[config.mk]
export PLATFORM = sky130hd
export DESIGN_NAME = riscv_test_monitor_flat
export DESIGN_NICKNAME = d
export VERILOG_FILES = /design/src/rtl/riscv_test_pkg.sv /design/src/rtl/riscv_test_monitor_if.sv /design/src/rtl/riscv_test_monitor_sat_counter.sv /design/src/rtl/riscv_test_monitor.sv /design/src/flat_wrapper.sv
export SDC_FILE = /design/constraint.sdc
export NUM_CORES = 1
export LEC_CHECK = 0
export CORE_MARGIN = 5
export CORE_UTILIZATION = 25
export CTS_CLUSTER_SIZE = 14
export DETAILED_ROUTE_END_ITERATION = 10
export SYNTH_ARGS = -nofsm -noshare
export SYNTH_HDL_FRONTEND = slang
export SYNTH_HIERARCHICAL = 1
export SYNTH_SLANG_ARGS = --single-unit
[constraint.sdc]
create_clock -name clk -period 3.4 [get_ports clk]
set_clock_uncertainty 0.05 [all_clocks]
set_input_delay 0.68 -clock clk [delete_from_list [all_inputs] [get_ports clk]]
set_output_delay 0.68 -clock clk [all_outputs]
set_load 0.1 [all_outputs]
[src/rtl/riscv_test_pkg.sv]
// Shared types and constants for the rv32ui pass/fail monitor.
package riscv_test_pkg;

  typedef enum logic [2:0] {
    ST_RUN,
    ST_SETTLE,
    ST_PASS,
    ST_FAIL,
    ST_TIMEOUT
  } state_t;

  localparam logic [4:0] REG_TESTNUM = 5'd3;
  localparam logic [4:0] REG_FLAG_A  = 5'd26;
  localparam logic [4:0] REG_FLAG_B  = 5'd27;

  // Verdict states never leave until reset.
  function automatic logic is_terminal(input state_t s);
    return (s == ST_PASS) || (s == ST_FAIL) || (s == ST_TIMEOUT);
  endfunction

endpackage

[src/rtl/riscv_test_monitor_if.sv]
// Register-file write-back port as seen by the monitor (core drives, monitor snoops).
interface riscv_test_monitor_if;
  logic        wb_en;
  logic [4:0]  wb_addr;
  logic [31:0] wb_data;

  modport master (output wb_en, output wb_addr, output wb_data);
  modport slave  (input  wb_en, input  wb_addr, input  wb_data);
endinterface

[src/rtl/riscv_test_monitor_sat_counter.sv]
// Saturating up-counter: counts while en and not freeze, sticks at all-ones.
module sat_counter #(
  parameter int W = 32
) (
  input  logic         clk,
  input  logic         rst_n,
  input  logic         en,
  input  logic         freeze,
  output logic [W-1:0] cnt
);

  // Count, holding at the top value instead of wrapping.
  always_ff @(posedge clk or negedge rst_n) begin
    if (!rst_n)                               cnt <= '0;
    else if (en && !freeze && (cnt != '1))    cnt <= cnt + W'(1);
  end

endmodule

[src/rtl/riscv_test_monitor.sv]
// Pass/fail monitor for rv32ui-p programs. Snoops write-back for x3/x26/x27,
// settles after the first completion flag, then latches a sticky verdict.
// Optional: define TEST_MON_HALT_EN to add a halt_req output that rises with done.
module riscv_test_monitor
  import riscv_test_pkg::*;
#(
  parameter int SETTLE_CYCLES  = 10,
  parameter int TIMEOUT_CYCLES = 100000,
  parameter int CNT_W          = 32
) (
  input  logic                 clk,
  input  logic                 rst_n,
  riscv_test_monitor_if.slave  wb,
  output logic                 done,
  output logic                 pass,
  output logic                 fail,
  output logic                 timeout,
  output logic [31:0]          test_num,
  output logic [CNT_W-1:0]     cycle_cnt
`ifdef TEST_MON_HALT_EN
  ,
  output logic                 halt_req
`endif
);

  localparam int SW = (SETTLE_CYCLES > 1) ? $clog2(SETTLE_CYCLES) : 1;

  state_t        state, state_nxt;
  logic [SW-1:0] settle_cnt, settle_nxt;
  logic [31:0]   flag_a, flag_b;
  logic [31:0]   test_num_nxt, flag_a_nxt, flag_b_nxt;
  logic          live;

  // Shadows only track the core while no verdict has been reached.
  always_comb begin
    live         = (state == ST_RUN) || (state == ST_SETTLE);
    test_num_nxt = test_num;
    flag_a_nxt   = flag_a;
    flag_b_nxt   = flag_b;
    if (live && wb.wb_en) begin
      if (wb.wb_addr == REG_TESTNUM) test_num_nxt = wb.wb_data;
      if (wb.wb_addr == REG_FLAG_A)  flag_a_nxt   = wb.wb_data;
      if (wb.wb_addr == REG_FLAG_B)  flag_b_nxt   = wb.wb_data;
    end
  end

  // Shadow registers; test_num doubles as the x3 shadow.
  always_ff @(posedge clk or negedge rst_n) begin
    if (!rst_n) begin
      test_num <= '0;
      flag_a   <= '0;
      flag_b   <= '0;
    end else begin
      test_num <= test_num_nxt;
      flag_a   <= flag_a_nxt;
      flag_b   <= flag_b_nxt;
    end
  end

  // Next state: RUN looks at the registered flags (one edge after the write);
  // the verdict itself sees a flag write landing on the same edge.
  always_comb begin
    state_nxt  = state;
    settle_nxt = settle_cnt;
    case (state)
      ST_RUN: begin
        if ((flag_a == 32'd1) || (flag_b == 32'd1)) begin
          state_nxt  = ST_SETTLE;
          settle_nxt = SW'(SETTLE_CYCLES - 1);
        end else if (cycle_cnt == CNT_W'(TIMEOUT_CYCLES - 1)) begin
          state_nxt  = ST_TIMEOUT;
        end
      end
      ST_SETTLE: begin
        if (settle_cnt == '0)
          state_nxt = ((flag_a_nxt == 32'd1) && (flag_b_nxt == 32'd1)) ? ST_PASS : ST_FAIL;
        else
          settle_nxt = settle_cnt - SW'(1);
      end
      default: state_nxt = state;
    endcase
  end

  // State, settle countdown and registered status outputs.
  always_ff @(posedge clk or negedge rst_n) begin
    if (!rst_n) begin
      state      <= ST_RUN;
      settle_cnt <= '0;
      done       <= 1'b0;
      pass       <= 1'b0;
      fail       <= 1'b0;
      timeout    <= 1'b0;
    end else begin
      state      <= state_nxt;
      settle_cnt <= settle_nxt;
      done       <= is_terminal(state_nxt);
      pass       <= (state_nxt == ST_PASS);
      fail       <= (state_nxt == ST_FAIL) || (state_nxt == ST_TIMEOUT);
      timeout    <= (state_nxt == ST_TIMEOUT);
    end
  end

  // The cycle count stops on the verdict edge so it reads the last live cycle.
  sat_counter #(.W(CNT_W)) u_cycle_cnt (
    .clk    (clk),
    .rst_n  (rst_n),
    .en     (!is_terminal(state_nxt)),
    .freeze (is_terminal(state)),
    .cnt    (cycle_cnt)
  );

`ifdef TEST_MON_HALT_EN
  // Stall request to the core, rising together with done.
  always_ff @(posedge clk or negedge rst_n) begin
    if (!rst_n) halt_req <= 1'b0;
    else        halt_req <= is_terminal(state_nxt);
  end
`endif

endmodule

[src/flat_wrapper.sv]
// flat-port wrapper written by rule: the top's interface ports become plain ports
module riscv_test_monitor_flat import riscv_test_pkg::*;
#(
  parameter int SETTLE_CYCLES  = 10,
  parameter int TIMEOUT_CYCLES = 100000,
  parameter int CNT_W          = 32
)
  (clk, rst_n, done, pass, fail, timeout, test_num, cycle_cnt, wb_wb_en, wb_wb_addr, wb_wb_data);
  riscv_test_monitor_if wb_i ();
  input  logic clk;
  input  logic rst_n;
  output logic done;
  output logic pass;
  output logic fail;
  output logic timeout;
  output logic [31:0] test_num;
  output logic [CNT_W-1:0] cycle_cnt;
  input wire logic [$bits(wb_i.wb_en)-1:0] wb_wb_en;
  input wire logic [$bits(wb_i.wb_addr)-1:0] wb_wb_addr;
  input wire logic [$bits(wb_i.wb_data)-1:0] wb_wb_data;
  assign wb_i.wb_en = wb_wb_en;
  assign wb_i.wb_addr = wb_wb_addr;
  assign wb_i.wb_data = wb_wb_data;
  riscv_test_monitor #(.SETTLE_CYCLES(SETTLE_CYCLES), .TIMEOUT_CYCLES(TIMEOUT_CYCLES), .CNT_W(CNT_W)) u_core (.clk(clk), .rst_n(rst_n), .wb(wb_i), .done(done), .pass(pass), .fail(fail), .timeout(timeout), .test_num(test_num), .cycle_cnt(cycle_cnt));
endmodule
### Word level (Yosys, flattened, before mapping)

Index checks and enable logic that the tools add are counted.

* flip-flop bits (word level): 139

* $add $sub $neg: 2
* equal/unequal tests: 18
* muxes and demuxes: 12
* reductions and logical operators: 18

Operator list (number)
* equality test 32 x 1 -> 1 bit (second input constant): 4
* 2-to-1 mux 32 bit: 4
* adder 32 x 1 -> 32 bit (second input constant): 1
* equality test 32 x 17 -> 1 bit (second input constant): 1
* != test 32 bit (second input constant): 1
* equality test 3 x 2 -> 1 bit (second input constant): 4
* equality test 5 bit (second input constant): 2
* 2-to-1 mux 3 bit: 3
* 2-to-1 mux 4 bit: 2
* one-hot mux 4 bit (2 select lines): 1
* logical OR 1 bit: 7
* equality test 3 bit (second input constant): 2
* one-hot mux 3 bit (2 select lines): 1
* equality test 5 x 2 -> 1 bit (second input constant): 1
* logical AND 1 bit: 4
* logical NOT 4 bit: 1
* != test 2 bit (second input constant): 2
* subtractor 4 x 1 -> 4 bit (second input constant): 1
* equality test 3 x 1 -> 1 bit (second input constant): 1
* logical NOT 3 bit: 1
* AND reduction 3 bit: 1
* logical NOT 1 bit: 2
* AND reduction 2 bit: 1
* nonzero test 2 bit: 1
* 2-to-1 mux 1 bit: 1

### Depth between registers and ports, before layout

* depth in word-level cells: 15
* mapped depth: 13

### Cells and area by module

The synthesis kept the hierarchy.

Modules (own cells, without submodules)
* riscv_test_monitor: times used 1, cells each 456, area an instance 4534.3 µm²
* sat_counter: times used 1, cells each 142, area an instance 1560.2 µm²

### Least setup slack after synthesis

No wires, ideal clock.

* path kind: register to register
* start point: reg u_core.u_cycle_cnt.cnt[16]
* end point: reg u_core.u_cycle_cnt.cnt[23]
* arrival time: 3.343 ns
* path slack: -0.156 ns
* cell stages (with the launch flop): 11
* clock period less this slack: 3.556 ns
* path through: dfrtp_1 nor4bb_1 and4b_1 nand4_1 o41ai_1 nand2b_1 o21a_1 nor2b_1 nand4_1 nor4_1 xor2_1

* word-level cells in the longest chain between the ends: 10
* elaborated cells on any way between the ends: 14
* those cells by class: add/sub (1); eq/ne (5); mux (3); reduce/logical (5)

Ends and longest elaborated chain
* start: declaration: line riscv_test_monitor_sat_counter.sv:9 `output logic [W-1:0] cnt`
* start signal: assignment: line riscv_test_monitor_sat_counter.sv:15 `else if (en && !freeze && (cnt != '1)) cnt <= cnt + W'(1);`
* equality test 32 x 17 -> 1 bit *: line riscv_test_monitor.sv:70 `end else if (cycle_cnt == CNT_W'(TIMEOUT_CYCLES - 1)) begin`
* 2-to-1 mux 3 bit *: line riscv_test_monitor.sv:70
* 2-to-1 mux 3 bit *: line riscv_test_monitor.sv:67 `if ((flag_a == 32'd1) || (flag_b == 32'd1)) begin`
* one-hot mux 3 bit (2 select lines) *: line riscv_test_monitor.sv:65 `case (state)`
* via u_core.state_nxt[2]: line riscv_test_monitor.sv:28 `state_t state, state_nxt;`
* equality test 3 x 2 -> 1 bit: line riscv_test_pkg.sv:18 `return (s == ST_PASS) || (s == ST_FAIL) || (s == ST_TIMEOUT);`
* logical OR 1 bit: line riscv_test_pkg.sv:18
* logical OR 1 bit *: line riscv_test_pkg.sv:18
* logical NOT 1 bit *: line riscv_test_monitor.sv:107 `.en (!is_terminal(state_nxt)),`
* logical AND 1 bit * (2 in a row): line riscv_test_monitor_sat_counter.sv:15

The timed path passes the listed nets; every way through them passes the cells marked *.
A chain may end at the register's enable or synchronous reset.

### Final worst setup path

* start point: in wb_wb_data[26]
* end point: reg u_core.u_cycle_cnt.cnt[1]

* word-level cells in the longest chain between the ends: 13
* elaborated cells on any way between the ends: 18
* those cells by class: eq/ne (5); mux (7); reduce/logical (6)

Ends and longest elaborated chain
* start: declaration: line flat_wrapper.sv:20 `input wire logic [$bits(wb_i.wb_data)-1:0] wb_wb_data;`
* 2-to-1 mux 32 bit, on equally long branches: line riscv_test_monitor.sv:42, riscv_test_monitor.sv:43
* 2-to-1 mux 32 bit: line riscv_test_monitor.sv:40 `if (live && wb.wb_en) begin`
* equality test 32 x 1 -> 1 bit: line riscv_test_monitor.sv:76 `state_nxt = ((flag_a_nxt == 32'd1) && (flag_b_nxt == 32'd1)) ? ST_PASS : ST_FAIL;`
* logical AND 1 bit *: line riscv_test_monitor.sv:76
* 2-to-1 mux 1 bit *: line riscv_test_monitor.sv:76
* 2-to-1 mux 3 bit *: line riscv_test_monitor.sv:75 `if (settle_cnt == '0)`
* one-hot mux 3 bit (2 select lines) *: line riscv_test_monitor.sv:65
* via u_core.state_nxt[0]: line riscv_test_monitor.sv:28
* equality test 3 x 2 -> 1 bit: line riscv_test_pkg.sv:18
* logical OR 1 bit: line riscv_test_pkg.sv:18
* logical OR 1 bit *: line riscv_test_pkg.sv:18
* logical NOT 1 bit *: line riscv_test_monitor.sv:107
* logical AND 1 bit * (2 in a row): line riscv_test_monitor_sat_counter.sv:15

Marks and branches as above.

==> impl_metrics.py <==
metrics = {
    "final_layout": {
        "fillers": 2441,
        "drive_above_1_share_pct": 28.0,
        "regArea_um2": 3490,
        "multi_input_area_um2": 2550,
        "area_growth_pct": 38.4,
        "fin_area_um2": 8440,
        "nets": 808,
        "stdcell_count": 1103,
    },
    "route": {
        "wirelength_um": 16800,
        "drt_first_pass_iters": 5,
        "vias": 4899,
        "wl_per_cell_um": 15.2,
        "ant_nets": 0,
        "drc": 0,
        "vias_per_cell": 4.44,
        "drtIter0Drc": 304,
    },
    "floorplan": {
        "initial_core_util_pct": 25.2,
        "die-area_um2": 27600,
        "design.core.area_um2": 24200,
        "fp-row-count": 57,
        "io_pins": 108,
        "chipHeight_um": 166,
        "die_w_um": 166,
    },
    "synthesis": {
        "synth-xor-area-share_pct": 4.31,
        "synth_top_area_share_pct": 57.1,
        "yosys_warnings": 6,
        "synth_fp_nets": 641,
        "synth_cell_types": 49,
        "ys.flop_type": "dfrtp_1",
        "yosysMostFrequentCell": "nand2_1",
        "synthesis.area_um2": 6090,
        "synth_edf_count": 0,
        "ys_ff_latch": 139,
        "synth_largest_area_cell": "dfrtp_1",
        "synth_mux_area_share_pct": 7.12,
        "yosys-top-cells-area": "dfrtp_1, nand2_1, mux2_2",
        "yosys.area_share.simple_pct": 27.1,
        "synth_top_family_by_area": "simple AND/OR/NAND/NOR gates",
        "syn_inst": 598,
        "avgSynthCellArea_um2": 10.2,
        "synth_common_cells": "nand2_1, dfrtp_1, mux2_2",
        "ys_seq_area_share_pct": 57.1,
        "synth_compound_area_share_pct": 2.11,
        "async_flop_share_pct": 100,
        "synthAdderAreaFrac_pct": 0.616,
    },
    "clocking": {
        "clk_latency_ns": 0.42,
        "path_clk_slew_ns": 0.06,
        "cts_tree": "yes",
        "clock-root-buffer": "clkbuf_16",
        "cts_htree_levels": 4,
        "clock_path_buffers": 2,
        "clkSinkCount": 139,
        "cts_setup_buffers": 0,
        "cts_buffers": 17,
    },
    "timing": {
        "max_freq_ghz": 0.299,
        "slew_headroom_pct": 55.7,
        "hold_viol_final": 0,
        "tightestPinTransition_ns": 0.664,
        "rsz0062_at_grt": "yes",
        "slew_viol_final": 0,
        "setup_viol": 0,
        "fin_setup_tns_ns": 0,
        "finalCritPeriodShare_pct": 98.5,
        "min_period_ns": 3.35,
    },
    "global_routing": {
        "antenna_found_initial": 1,
        "grt_start_max_net_pins": 71,
        "grt_pass1_wl_um": 27700,
        "grtUsageTotal_pct": 12.5,
        "grt_overflow": 0,
        "grt_pass1_vias": 5160,
    },
    "pwr": {
        "switching_share_pct": 41.5,
        "combPwrFrac_pct": 36.6,
        "power_frac_clock_pct": 28.1,
        "internal_power_mw": 3.91,
        "seqPwrFrac_pct": 35.3,
        "max-vdd-ir-drop_mv": 0.705,
        "finalPower_mw": 6.69,
        "p_leak_nw": 4.11,
        "p_sw_mw": 2.78,
        "p_per_area_nw_per_um2": 793,
    },
    "flow_run": {
        "cap_viol_max_count": 0,
    },
    "place": {
        "port_buffers": 107,
        "dp.cells": 1070,
        "gp_congestion": 0.827,
        "place_area_um2": 7800,
        "dp_hpwl_um": 12200,
    },
    "setup_path": {
        "worstPathMaxFanout": 13,
        "endpoint_kind": "flip-flop",
        "required_ns": 3.64,
        "worstPathArrival_ns": 3.59,
        "cp-start-kind": "input pin",
        "ff2ff_path_depth": 11,
        "worstSetupPathType": "in -> reg",
    },
    "status": {
        "status": "finished clean",
    },
    "min_path": {
        "hold_class": "in -> async",
    },
}
-- cell families after synthesis --
| kind of cell | after synthesis |
|---|---|
| mux | 39 |
| xor+xnor | 30 |
| buf+inv | 25 |
| simple gates | 346 |
| flops | 139 |
| compound gates | 16 |
| fa+ha+maj | 3 |
-- repair_timing --
item | 4_1_cts | 5_1_grt
endpoints found under the hold margin | 0 | 0
endpoints found under the setup margin | 9 | 19
hold buffers | 0 | 0
pin swaps | 0 | 1
resized for setup | 2 | 5
-- layout make-up --
class,instances,share of cell area [%]
Clock buffer,21,5.58
Clock inverter,11,1.60
Multi-Input combinational cell,434,30.2
Antenna cell,1,0.0297
Tap cell,324,4.80
Inverter,6,0.267
Timing Repair Buffer,167,16.2
Sequential cell,139,41.3
-- routing by layer --
metal | vias up | GRT usage [%] | share of wire [%]
met3 | 17 | 2.86 | 3.8
met1 | 2408 | 16.5 | 46
li1 | 2383 | - | -
met5 | - | 0 | 0
met2 | 91 | 20.0 | 48
met4 | 0 | 4.63 | 1.7
-- worst paths after layout --
| kind | start | endpoint | slack, ns |
|---|---|---|---|
| worst max-delay path | wb_wb_data[26] | u_core/u_cycle_cnt/cnt[1] | 0.05 |
| worst min-delay path | rst_n | u_core/timeout | 0.23 |
| worst max register to register | u_core/u_cycle_cnt/cnt[5] | u_core/u_cycle_cnt/cnt[23] | 0.29 |
| worst min register to register | u_core/flag_b[0] | u_core/flag_b[0] | 0.42 |
| max in group asynchronous | rst_n | u_core/test_num[15] | 2.30 |
| min in group clk | u_core/flag_b[0] | u_core/flag_b[0] | 0.42 |
-- per-stage QoR --
stage / util (%) / hold slack [ns] / setup WS, ns
floorplan: - / 0.334 / 0.0301
global placement: 32.3 / 0.406 / -0.490
detailed placement: 32.3 / 0.407 / -0.530
CTS: 34.8 / 0.257 / 0.0397
global route: 34.9 / 0.274 / -0.0120
finish: 34.9 / 0.229 / 0.0515
-- critical path: stages --
cell             delay [ns]
clkdlybuf4s50_1        0.43
or4_4                  0.58
or4b_4                 0.50
a22oi_2                0.19
nand4_1                0.12
o22a_4                 0.22
o21a_1                 0.19
nor2b_1                0.17
o31a_2                 0.21
mux2_2                 0.30
-- state kept, by name (all words and copies together) (netlist names) --
register and flops:
u_core/state 3, u_core/flag_a 32, u_core/done 1, u_core/flag_b 32, u_core/u_cycle_cnt/cnt 32, u_core/pass 1, u_core/fail 1, u_core/test_num 32
u_core/timeout 1, u_core/settle_cnt 4
-- power groups by stage --
stage / Clock (mW) / Combinational [mW] / Sequential, mW
5_1_grt: 2.01 / 2.62 / 2.42
2_1_floorplan: 0 / 0.647 / 3.50
6_report: 1.88 / 2.45 / 2.36
3_5_place_dp: 0 / 2.47 / 2.38
3_3_place_gp: 0 / 2.44 / 2.37
4_1_cts: 1.92 / 2.47 / 2.36
-- placed cells by master, fill, tap and decap left out, drive strengths merged, types with 12 or more instances in the layout --
cell,count
buf,129
clkbuf,21
clkdlybuf4s50,37
dfrtp,139
mux2,35
nand2,214
nand3,13
nand4,23
nor2,17
nor3,17
nor4,24
xnor2,18
xor2,12
Power figures use the tool's default switching activity.
